`config.mk`:
```
export PLATFORM = sky130hd
export DESIGN_NAME = oam_dma_arbiter
export DESIGN_NICKNAME = d
export VERILOG_FILES = /design/src/rtl/oam_dma_arbiter.sv
export SDC_FILE = /design/constraint.sdc
export NUM_CORES = 1
export LEC_CHECK = 0
export ABC_CLOCK_PERIOD_IN_PS = 2000
export CORE_MARGIN = 1.5
export CORE_UTILIZATION = 43
export CTS_CLUSTER_SIZE = 20
export DETAILED_ROUTE_END_ITERATION = 12
export PLACE_DENSITY = 0.79
export SLEW_MARGIN = 20
export SYNTH_ARGS = -nofsm -noshare
export SYNTH_HDL_FRONTEND = slang
export SYNTH_SLANG_ARGS = --single-unit
```
`constraint.sdc`:
```
create_clock -name clk -period 2 [get_ports clk]
set_input_delay 0.2 -clock clk [delete_from_list [all_inputs] [get_ports clk]]
set_output_delay 0.2 -clock clk [all_outputs]
set_load 0.02 [all_outputs]
```
`src/rtl/oam_dma_arbiter.sv`:
```
// oam_dma_arbiter: owns the CPU-side bus shared by the 6502 core and the OAM DMA
// engine. A CPU write to DMA_REG_ADDR halts the CPU and copies the 256 bytes of
// page {written_byte,8'h00} to OAM_DATA_ADDR. Each byte is copied as a READ/WRITE
// pair. READ always starts on an even cycle. A one-cycle ALIGN is inserted when
// needed to keep that parity.
//
// Optional feature: define OAM_DMA_ABORT_EN to add the dma_abort input.
//
// Ports:
//   clk, rst_n            system clock, asynchronous active-low reset
//   cpu_addr/dout/rw_n    CPU pin-side address, write data, read(1)/write(0)
//   dma_abort             (OAM_DMA_ABORT_EN only) early termination request
//   cpu_rdata             read data to CPU; combinational copy of bus_rdata
//   cpu_halt              registered CPU stall, high for the whole transfer
//   bus_addr/wdata/rw_n   system bus side (combinational mux)
//   bus_rdata             system bus read data
//   dma_active            registered, high whenever the FSM is not IDLE
//   dma_done              registered one-cycle pulse after the final OAM write
module oam_dma_arbiter #(
  parameter logic [15:0] DMA_REG_ADDR  = 16'h4014,
  parameter logic [15:0] OAM_DATA_ADDR = 16'h2004
) (
  input  logic        clk,
  input  logic        rst_n,
  input  logic [15:0] cpu_addr,
  input  logic [7:0]  cpu_dout,
  input  logic        cpu_rw_n,
`ifdef OAM_DMA_ABORT_EN
  input  logic        dma_abort,
`endif
  output logic [7:0]  cpu_rdata,
  output logic        cpu_halt,
  output logic [15:0] bus_addr,
  output logic [7:0]  bus_wdata,
  output logic        bus_rw_n,
  input  logic [7:0]  bus_rdata,
  output logic        dma_active,
  output logic        dma_done
);

  localparam int unsigned AW = 16;
  localparam int unsigned DW = 8;

  typedef enum logic [2:0] {
    ST_IDLE  = 3'd0,
    ST_HALT  = 3'd1,
    ST_ALIGN = 3'd2,
    ST_READ  = 3'd3,
    ST_WRITE = 3'd4
  } state_e;

  state_e        state_q, state_d;
  logic [DW-1:0] page_q, page_d;
  logic [DW-1:0] idx_q, idx_d;
  logic [DW-1:0] rdata_q, rdata_d;
  logic          cyc_odd_q, cyc_odd_d;
  logic          abort_pend_q, abort_pend_d;
  logic          cpu_halt_q, cpu_halt_d;
  logic          dma_active_q, dma_active_d;
  logic          dma_done_q, dma_done_d;
  logic          abort_req_c;
  logic          trigger_c;

  // Abort request, only honoured while a transfer is in flight.
`ifdef OAM_DMA_ABORT_EN
  assign abort_req_c = dma_abort;
`else
  assign abort_req_c = 1'b0;
`endif

  assign trigger_c = !cpu_rw_n && (cpu_addr == DMA_REG_ADDR);

  // State and datapath registers.
  always_ff @(posedge clk or negedge rst_n) begin
    if (!rst_n) begin
      state_q      <= ST_IDLE;
      page_q       <= '0;
      idx_q        <= '0;
      rdata_q      <= '0;
      cyc_odd_q    <= 1'b0;
      abort_pend_q <= 1'b0;
      cpu_halt_q   <= 1'b0;
      dma_active_q <= 1'b0;
      dma_done_q   <= 1'b0;
    end else begin
      state_q      <= state_d;
      page_q       <= page_d;
      idx_q        <= idx_d;
      rdata_q      <= rdata_d;
      cyc_odd_q    <= cyc_odd_d;
      abort_pend_q <= abort_pend_d;
      cpu_halt_q   <= cpu_halt_d;
      dma_active_q <= dma_active_d;
      dma_done_q   <= dma_done_d;
    end
  end

  // Next-state and registered-output logic.
  always_comb begin
    state_d      = state_q;
    page_d       = page_q;
    idx_d        = idx_q;
    rdata_d      = rdata_q;
    cyc_odd_d    = ~cyc_odd_q;
    abort_pend_d = abort_pend_q;
    dma_done_d   = 1'b0;

    case (state_q)
      ST_IDLE: begin
        abort_pend_d = 1'b0;
        if (trigger_c) begin
          page_d  = cpu_dout;
          idx_d   = '0;
          state_d = ST_HALT;
        end
      end
      ST_HALT: begin
        if (abort_req_c) begin
          state_d    = ST_IDLE;
          dma_done_d = 1'b1;
        end else begin
          // Odd now means the next cycle is even, so READ can start directly.
          state_d = cyc_odd_q ? ST_READ : ST_ALIGN;
        end
      end
      ST_ALIGN: begin
        if (abort_req_c) begin
          state_d    = ST_IDLE;
          dma_done_d = 1'b1;
        end else begin
          state_d = ST_READ;
        end
      end
      ST_READ: begin
        rdata_d = bus_rdata;
        state_d = ST_WRITE;
        // An abort in READ still lets the paired WRITE complete.
        if (abort_req_c) begin
          abort_pend_d = 1'b1;
        end
      end
      ST_WRITE: begin
        if ((idx_q == 8'hFF) || abort_pend_q || abort_req_c) begin
          state_d      = ST_IDLE;
          dma_done_d   = 1'b1;
          abort_pend_d = 1'b0;
        end else begin
          idx_d   = idx_q + DW'(1);
          state_d = ST_READ;
        end
      end
      default: begin
        state_d = ST_IDLE;
      end
    endcase

    cpu_halt_d   = (state_d != ST_IDLE);
    dma_active_d = (state_d != ST_IDLE);
  end

  // Bus mux: CPU passthrough in IDLE, forced dummy reads while halting, DMA otherwise.
  always_comb begin
    bus_addr  = cpu_addr;
    bus_wdata = cpu_dout;
    bus_rw_n  = cpu_rw_n;
    case (state_q)
      ST_HALT, ST_ALIGN: begin
        bus_rw_n = 1'b1;
      end
      ST_READ: begin
        bus_addr = AW'({page_q, idx_q});
        bus_rw_n = 1'b1;
      end
      ST_WRITE: begin
        bus_addr  = OAM_DATA_ADDR;
        bus_wdata = rdata_q;
        bus_rw_n  = 1'b0;
      end
      default: begin
      end
    endcase
  end

  assign cpu_rdata  = bus_rdata;
  assign cpu_halt   = cpu_halt_q;
  assign dma_active = dma_active_q;
  assign dma_done   = dma_done_q;

endmodule
```
; ---- Word level (Yosys, flattened, before mapping)
; Index checks and enable logic that the tools add are counted.
[op_classes]
n_mux = 14
n_eq_ne = 9
reduce_logical = 10
bitwise = 1
n_addsub = 1
[ops]
columns = cell, n
row1 = case mux 16 bit (2 select lines), 1
row2 = two-way mux 8 bit, 3
row3 = "== test 16 x 15 -> 1 bit, second input constant", 1
row4 = case mux 8 bit (2 select lines), 1
row5 = case mux 3 bit (5 select lines), 1
row6 = "adder 8 x 1 -> 8 bit, second input constant", 1
row7 = "== test 8 bit, second input constant", 1
row8 = "== test 3 x 2 -> 1 bit, second input constant", 2
row9 = "inequality test 2 bit, second input constant", 3
row10 = two-way mux 1 bit, 4
row11 = case mux 1 bit (2 select lines), 2
row12 = AND reduction 2 bit, 2
row13 = "== test 3 x 1 -> 1 bit, second input constant", 1
row14 = "== test 3 bit, second input constant", 1
row15 = zero test 3 bit, 1
row16 = two-way mux 3 bit, 1
row17 = AND reduction 3 bit, 1
row18 = nonzero test 3 bit, 1
row19 = OR reduction 3 bit, 1
row20 = two-way mux 2 bit, 1
row21 = nonzero test 2 bit, 1
row22 = logical AND 1 bit, 1
row23 = zero test 1 bit, 1
row24 = logical OR 1 bit, 1
row25 = NOT 1 bit, 1
[totals]
reg_bits = 31
wordCells = 43
out_inout_bits = 36
inputBits = 35

; ---- Logic depth before layout (Yosys ltp)
; Gate-level depths: netlist of the first run.
[depth]
word_depth = 5
ltp_mapped = 6
depth_no_buf = 5

; ---- Worst setup path before layout of the first run
; No wires, ideal clock.
[synth_timing]
kind = register to register
from = register state_q[2]
to = register page_q[5]
synth_period_minus_slack_ns = 1.786
setup_slack_ns = 0.214
setup_time_ns = 0.125
arrival_ns = 1.661
path_stages_with_launch = 7
n_path_buf = 2
t_required_ns = 1.875
cell_sequence = dfrtp_1 -> buf_6 -> nor4b_4 -> nand2_2 -> nor3_4 -> buf_6 -> mux2_4
[synth_between]
elab_chain_cells = 2
[synth_rtl]
columns = item, line_no
row1 = from (decl), 52  ; state_e state_q, state_d;
row2 = from (signal assigned), 86  ; state_q <= state_d;
row3 = zero test 3 bit, 108  ; case (state_q)
row4 = AND reduction 2 bit (no source line), --
row5 = to (signal assigned), 87  ; page_q <= page_d;
row6 = to (decl), 53  ; logic [DW-1:0] page_q, page_d;
; No other way between the ends.
; A chain may end at the register's enable or synchronous reset.

; ---- Worst setup path after layout of the first run
[layout_timing]
from = register state_q[1]
to = output port bus_addr[3]
[layout_between]
elab_chain_cells = 2
word_cells_on_any_way = 3
cone_classes = 2 x eq/ne / 1 x mux
[layout_rtl]
columns = item, line_no
row1 = == test 3 bit or == test 3 x 2 -> 1 bit (tied branches), 166  ; case (state_q)
row2 = case mux 16 bit (2 select lines) *, 166
row3 = to (decl), 33  ; output logic [15:0] bus_addr,
; Mark *: on every way between the ends. The rest lies on a longest branch, timed or not.

==> results of run 1 <==
-- state kept, by name, indices dropped and copies added, names as in the netlist --
signal / flops
state_q: 3
dma_active: 1
cyc_odd_q: 1
dma_done: 1
rdata_q: 8
page_q: 8
idx_q: 8
-- per-stage QoR --
step	instance area (sq um)	util
after floorplan	1720	-
final	2660	0.709
after CTS	2580	0.689
after global routing	2660	0.709
after detailed placement	2510	0.670
after global placement	2510	0.670
-- final cells by class --
class,count,area (sq um),share of cell area
tap,48,60.1,0.0226
sequential,30,754,0.284
inverter,1,3.75,0.00141
timing repair buffer,89,887,0.334
clock buffer,7,86.3,0.0325
clock inverter,1,5.00,0.00189
multi-input combinational,124,858,0.323
-- metal layers --
| metal | vias up | part of all wire |
|---|---|---|
| met1 | 765 | 0.41 |
| met5 | - | 0 |
| met2 | 52 | 0.51 |
| met3 | 15 | 0.048 |
| li1 | 778 | - |
| met4 | 0 | 0.028 |
-- cell usage in the layout, fill, tap and decap left out, drive strengths merged, types with 9 or more instances in the layout --
cell type | synthesis | layout
a22o | 14 | 14
buf | 14 | 18
clkbuf | 4 | 9
clkdlybuf4s15 | 0 | 13
clkdlybuf4s50 | 0 | 45
dfrtp | 30 | 30
dlygate4sd2 | 0 | 10
mux2 | 16 | 16
nand2 | 37 | 37
-- cells by family (layout without fill, tap and decap cells) --
group           count (synthesis)  after routing  share of synthesized area
simple gates                   68             68                      0.205
compound gates                 34             34                      0.143
flops                          30             30                      0.437
mux                            19             19                      0.127
buf+inv                        19             98                     0.0720
xor+xnor                        2              2                     0.0102
fa+ha+maj                       1              1                    0.00728
-- repair_timing --
item / in CTS / in global routing
endpoints found under the setup margin: 24 / 16
cloned: 0 / 1
buffers inserted: 0 / 3
hold buffers: 0 / 0
pin swaps: 0 / 2
resized for setup: 28 / 19
-- path summary, 6_finish.rpt --
check	from	end	slack [ns]	cells after the start
min in group clk	cyc_odd_q	cyc_odd_q	0.43	1
max in group asynchronous	rst_n	state_q[1]	1.41	2
worst max register to register	state_q[0]	page_q[0]	0.10	6
worst min-delay path	rst_n	rdata_q[4]	0.30	2
worst max-delay path	state_q[1]	bus_addr[3]	0.06	6
worst min register to register	cyc_odd_q	cyc_odd_q	0.43	1
-- power groups by stage --
stage / Clock [W] / Combinational, W / Sequential, W
detailed placement: 0 / 0.00157 / 0.000880
global placement: 0 / 0.00155 / 0.000873
finish: 0.000519 / 0.00157 / 0.000883
global route: 0.000547 / 0.00168 / 0.000902
floorplan: 0 / 0.000942 / 0.000837
CTS: 0.000528 / 0.00147 / 0.000875
==> results by group, run 1 <==
Clock tree
  • Worst-path clk slew: ~0.07 ns
  • CTS Buf Count: 5
  • Clock latency on the worst-skew pair: between 0.2 and 0.3 ns
  • Htree depth: 2
  • TritonCTS clock tree: built
  • Clock sink total: 30
  • Clock Path Buffers: 2
  • Root Driver: clkbuf_8

Worst setup path
  • CP Cell Sequence: nand2_2, nor2_4, buf_4, clkbuf_16, a22o_1, clkdlybuf4s15_1
  • CP bufs+invs: 3
  • CP endpoint kind: output port
  • Worst path slowest cell: dfrtp_2
  • Crit path largest cell delay: around 0.46 ns
  • Crit Path Category: flip-flop to output port
  • CP top delay family: buffers and inverters
  • Worst path arrival time: roughly 1.7 ns
  • CP Data Required Time: about 1.8 ns
  • CP startpoint kind: flip-flop
  • CP Max Fanout: 12

Timing
  • Fin. Hold Viols: 0
  • Final Skew: approximately 0.0073 ns
  • Rel. slew slack: 0.688
  • Final Slew Violations: 0
  • Setup WS post-layout: 0.0563 ns
  • Setup-failing EPs final: 0
  • Tightest Pin Transition: approximately 0.46 ns
  • Fmax: 0.514 GHz
  • Min Clock Period, post-route: approximately 1.9 ns
  • Hold_ws: around 0.30 ns
  • Period utilization: 0.972
  • Final TNS setup: 0 ns

Logic synthesis
  • Yosys top cell area share: 0.437
  • Largest cells by area after synthesis: dfrtp_1 44%, mux2_2 9.2%, nand2_1 7.9%
  • Yosys warnings: 0
  • Post-synth EDFFs: 0
  • FF+latch count, synth: 30
  • Register area share after synthesis: 0.437
  • Mapped Cells: approximately 170
  • Ys flop type: dfrtp_1
  • Most common cell in the netlist: nand2_1
  • Leading area contributor after synthesis: dfrtp_1
  • Ys async rst share: 1.00
  • Avg Inst Size Synth: 9.94 sq um
  • Synth cell types: 40
  • Syn Nets: 209
  • Most instantiated cells after synthesis: 36 x nand2_1, 30 x dfrtp_1, 14 x a22o_1, 14 x mux2_2, 9 x buf_4
  • Synth Cell Area: about 0.0017 sq mm

Place
  • Post-Place Worst Slack: -0.00415 ns
  • HPWL reported at the end of detailed placement: 3500 um
  • Port Buffers: 70
  • Placed cells: about 290
  • Placer Congestion: ~0.84

Routing
  • First drt pass iteration count: 4
  • Vias per inst: ~5.4
  • Avg WL per Cell: 16.3 um
  • DRC Markers: 0
  • Final wirelength: 4890 um
  • Vias: 1610
  • Final ANT Viol Nets: 0
  • Iteration-0 DRC Markers: 83

Final layout
  • Nets@finish: around 290
  • Diodes inserted: 0
  • Cell Count, Final, Fillers Out: 300
  • Fill count: 288
  • Layout cell share with drive strength beyond 1: 0.210
  • Syn-to-layout area delta: 54.4%

Global route
  • M1 GR Usage: 0.281
  • GR Layer Usage met2: 0.400
  • First-pass GRT wire length: 7590 um
  • Total gr overflow: 0
  • Pin count of the biggest net entering global routing: 31
  • Initial antenna violation count: 0
  • Number of global-route vias before repair: approximately 1500
  • Busiest metal layer after global routing: met2
  • GRT met3 Usage: 0.0545
  • Global Route Usage Sum: 0.237

Floorplanning
  • Die width: 66.2 um
  • Starting Density: 0.459
  • I/O pin total: between 70 and 80
  • Core ar.: 0.00374 sq mm
  • Rows: 22
  • Die ar.: 0.00439 sq mm
  • Die Height: around 66 um

Power and ir drop
  • Gate power share: 0.529
  • Internal cell power: ~0.0018 W
  • Leakage: approximately 1.2 nW
  • Max IR drop VDD: 0.000672 V
  • Power consumption: between 0.002 and 0.003 W
  • Sequential share of power: 0.297
  • Clock network power share: 0.174
  • Sw Ratio: 0.395
  • Power density over the cells: 1120 mW/mm^2
  • Net Switching: about 0.0012 W

Status
  • Status: finished clean

Job
  • Maximum capacitance violations: 0

Hold path
  • Hold WC Path Type: input port to async pin
Power figures use the tool's default switching activity.
==> run 2, diff against run 1 <==
CELL_PAD_IN_SITES_DETAIL_PLACEMENT = 1   (was default)
CELL_PAD_IN_SITES_GLOBAL_PLACEMENT = 1   (was default)
CORE_UTILIZATION = 31   (was 43)
PLACE_DENSITY = 0.78   (was 0.79)
==> results by group, run 2 (synthesis results as in run 1) <==
Clock tree
  • Root Driver: clkbuf_8
  • Clock sink total: 30
  • CTS Buf Count: 5
  • Clock Path Buffers: 2
  • Htree depth: 2
  • Clock latency on the worst-skew pair: approximately 0.29 ns
  • TritonCTS clock tree: built
  • Worst-path clk slew: 0.07 ns
  • # hold bufs at CTS: 0

Worst setup path
  • Reg2reg path depth: 6
  • CP startpoint kind: flip-flop
  • R2r setup slk: 0.10 ns
  • Worst path arrival time: between 1.5 and 2 ns
  • CP endpoint kind: output port
  • CP Max Fanout: 14
  • Crit Path Category: flip-flop to output port
  • CP Data Required Time: approximately 1.8 ns

Timing
  • Fin. Hold Viols: 0
  • Setup WS post-layout: approximately 0.078 ns
  • Tightest Pin Transition: slightly below 0.5 ns
  • Rel. slew slack: 0.671
  • Final Skew: 0.00821 ns
  • Period utilization: 0.961
  • Hold_ws: roughly 0.31 ns
  • RSZ-0062 raised after global routing: yes
  • Min Clock Period, post-route: slightly below 2 ns
  • Fmax: 0.520 GHz
  • Setup-failing EPs final: 0
  • Final TNS setup: 0 ns
  • Final Slew Violations: 0

Place
  • HPWL reported at the end of detailed placement: about 4200 um
  • Placer Congestion: 0.780
  • Post-Place Worst Slack: -0.0888 ns
  • Port Buffers: 70

Global route
  • First-pass GRT wire length: approximately 8900 um
  • Pin count of the biggest net entering global routing: 31
  • Busiest metal layer after global routing: met2
  • Total gr overflow: 0
  • Initial antenna violation count: 0
  • M1 GR Usage: 0.241
  • GRT met3 Usage: 0.0365
  • GR Layer Usage met2: 0.327
  • Number of global-route vias before repair: 1721
  • Global Route Usage Sum: 0.193

Power and ir drop
  • Leakage: ~1.2 nW
  • Power consumption: slightly below 0.003 W
  • Max IR drop VDD: around 0.0005 V
  • Power density over the cells: ~1100 mW/mm^2

Final layout
  • Fill count: about 610
  • Commonest non-fill, non-tap cell in the layout: clkdlybuf4s50_1
  • Finished Core Util: 0.500
  • Biggest regs: idx_q x8, page_q x8, rdata_q x8
  • Diodes inserted: 0
  • Layout cell share with drive strength beyond 1: 0.257
  • Nets@finish: about 290
  • Syn-to-layout area delta: 52.2%
  • Most frequent cells in the layout: 46 x clkdlybuf4s50_1, 36 x nand2_1, 27 x dfrtp_1

Hold path
  • Hold WC Path Type: input port to async pin

Status
  • Status: finished clean

Routing
  • Vias: approximately 1600
  • Final ANT Viol Nets: 0
  • First drt pass iteration count: 4
  • Vias per inst: roughly 5.0
  • Final wirelength: roughly 5400 um
  • DRC Markers: 0
  • Iteration-0 DRC Markers: 42
  • Avg WL per Cell: roughly 17 um

Floorplanning
  • Rows: 26
  • Starting Density: 0.328
  • Die width: 77.5 um
  • Die Height: slightly below 80 um
  • I/O pin total: 71
  • Die ar.: approximately 0.0060 sq mm
  • Core ar.: between 0.005 and 0.006 sq mm

Job
  • Maximum capacitance violations: 0
-- run 2: per-layer routing --
layer  share of wire  up-vias
li1                -      769
met1            0.43      799
met2            0.51       41
met3           0.031       11
met4           0.026        0
met5               0        -
-- run 2: path summary, 6_finish.rpt --
check	startpoint	to
min in group clk	cyc_odd_q	cyc_odd_q
setup reg to reg	state_q[2]	page_q[3]
hold reg to reg	cyc_odd_q	cyc_odd_q
setup / recovery	state_q[0]	bus_addr[4]
max in group asynchronous	rst_n	state_q[0]
hold / removal	rst_n	page_q[4]
-- run 2: area by class of cell --
type	count	area, sq um	area share
Tap cell	70	87.6	0.0335
Timing Repair Buffer	90	820	0.313
Multi-Input combinational cell	124	856	0.327
Sequential cell	30	754	0.288
Clock inverter	2	12.5	0.00478
Inverter	1	3.75	0.00143
Clock buffer	6	82.6	0.0316
-- run 2: power breakdown --
part	internal, W	leakage (nW)	switching [W]
sequential	0.000757	0.346	0.000129
clock	0.000276	0.0472	0.000244
combinational	0.000704	0.789	0.000798
total	0.00174	1.18	0.00117
-- run 2: timing repair --
| item | CTS | global route |
|---|---|---|
| buffers inserted | 0 | 2 |
| hold endpoints to repair | 0 | 0 |
| endpoints found under the setup margin | 24 | 22 |
| gates resized for setup | 28 | 32 |
-- run 2: critical path, stage by stage, from the launching register on --
cell             delay (ns)
dfrtp_2                0.47
nor3b_4                0.24
nor2_1                 0.06
buf_4                  0.19
a22o_1                 0.19
clkdlybuf4s15_1        0.29
-- run 2: per-stage QoR --
stage,cell area (sq um),instances
final,2620,323
after global routing,2620,323
after CTS,2610,321
after floorplan,1720,173
after detailed placement,2530,313
after global placement,2530,313
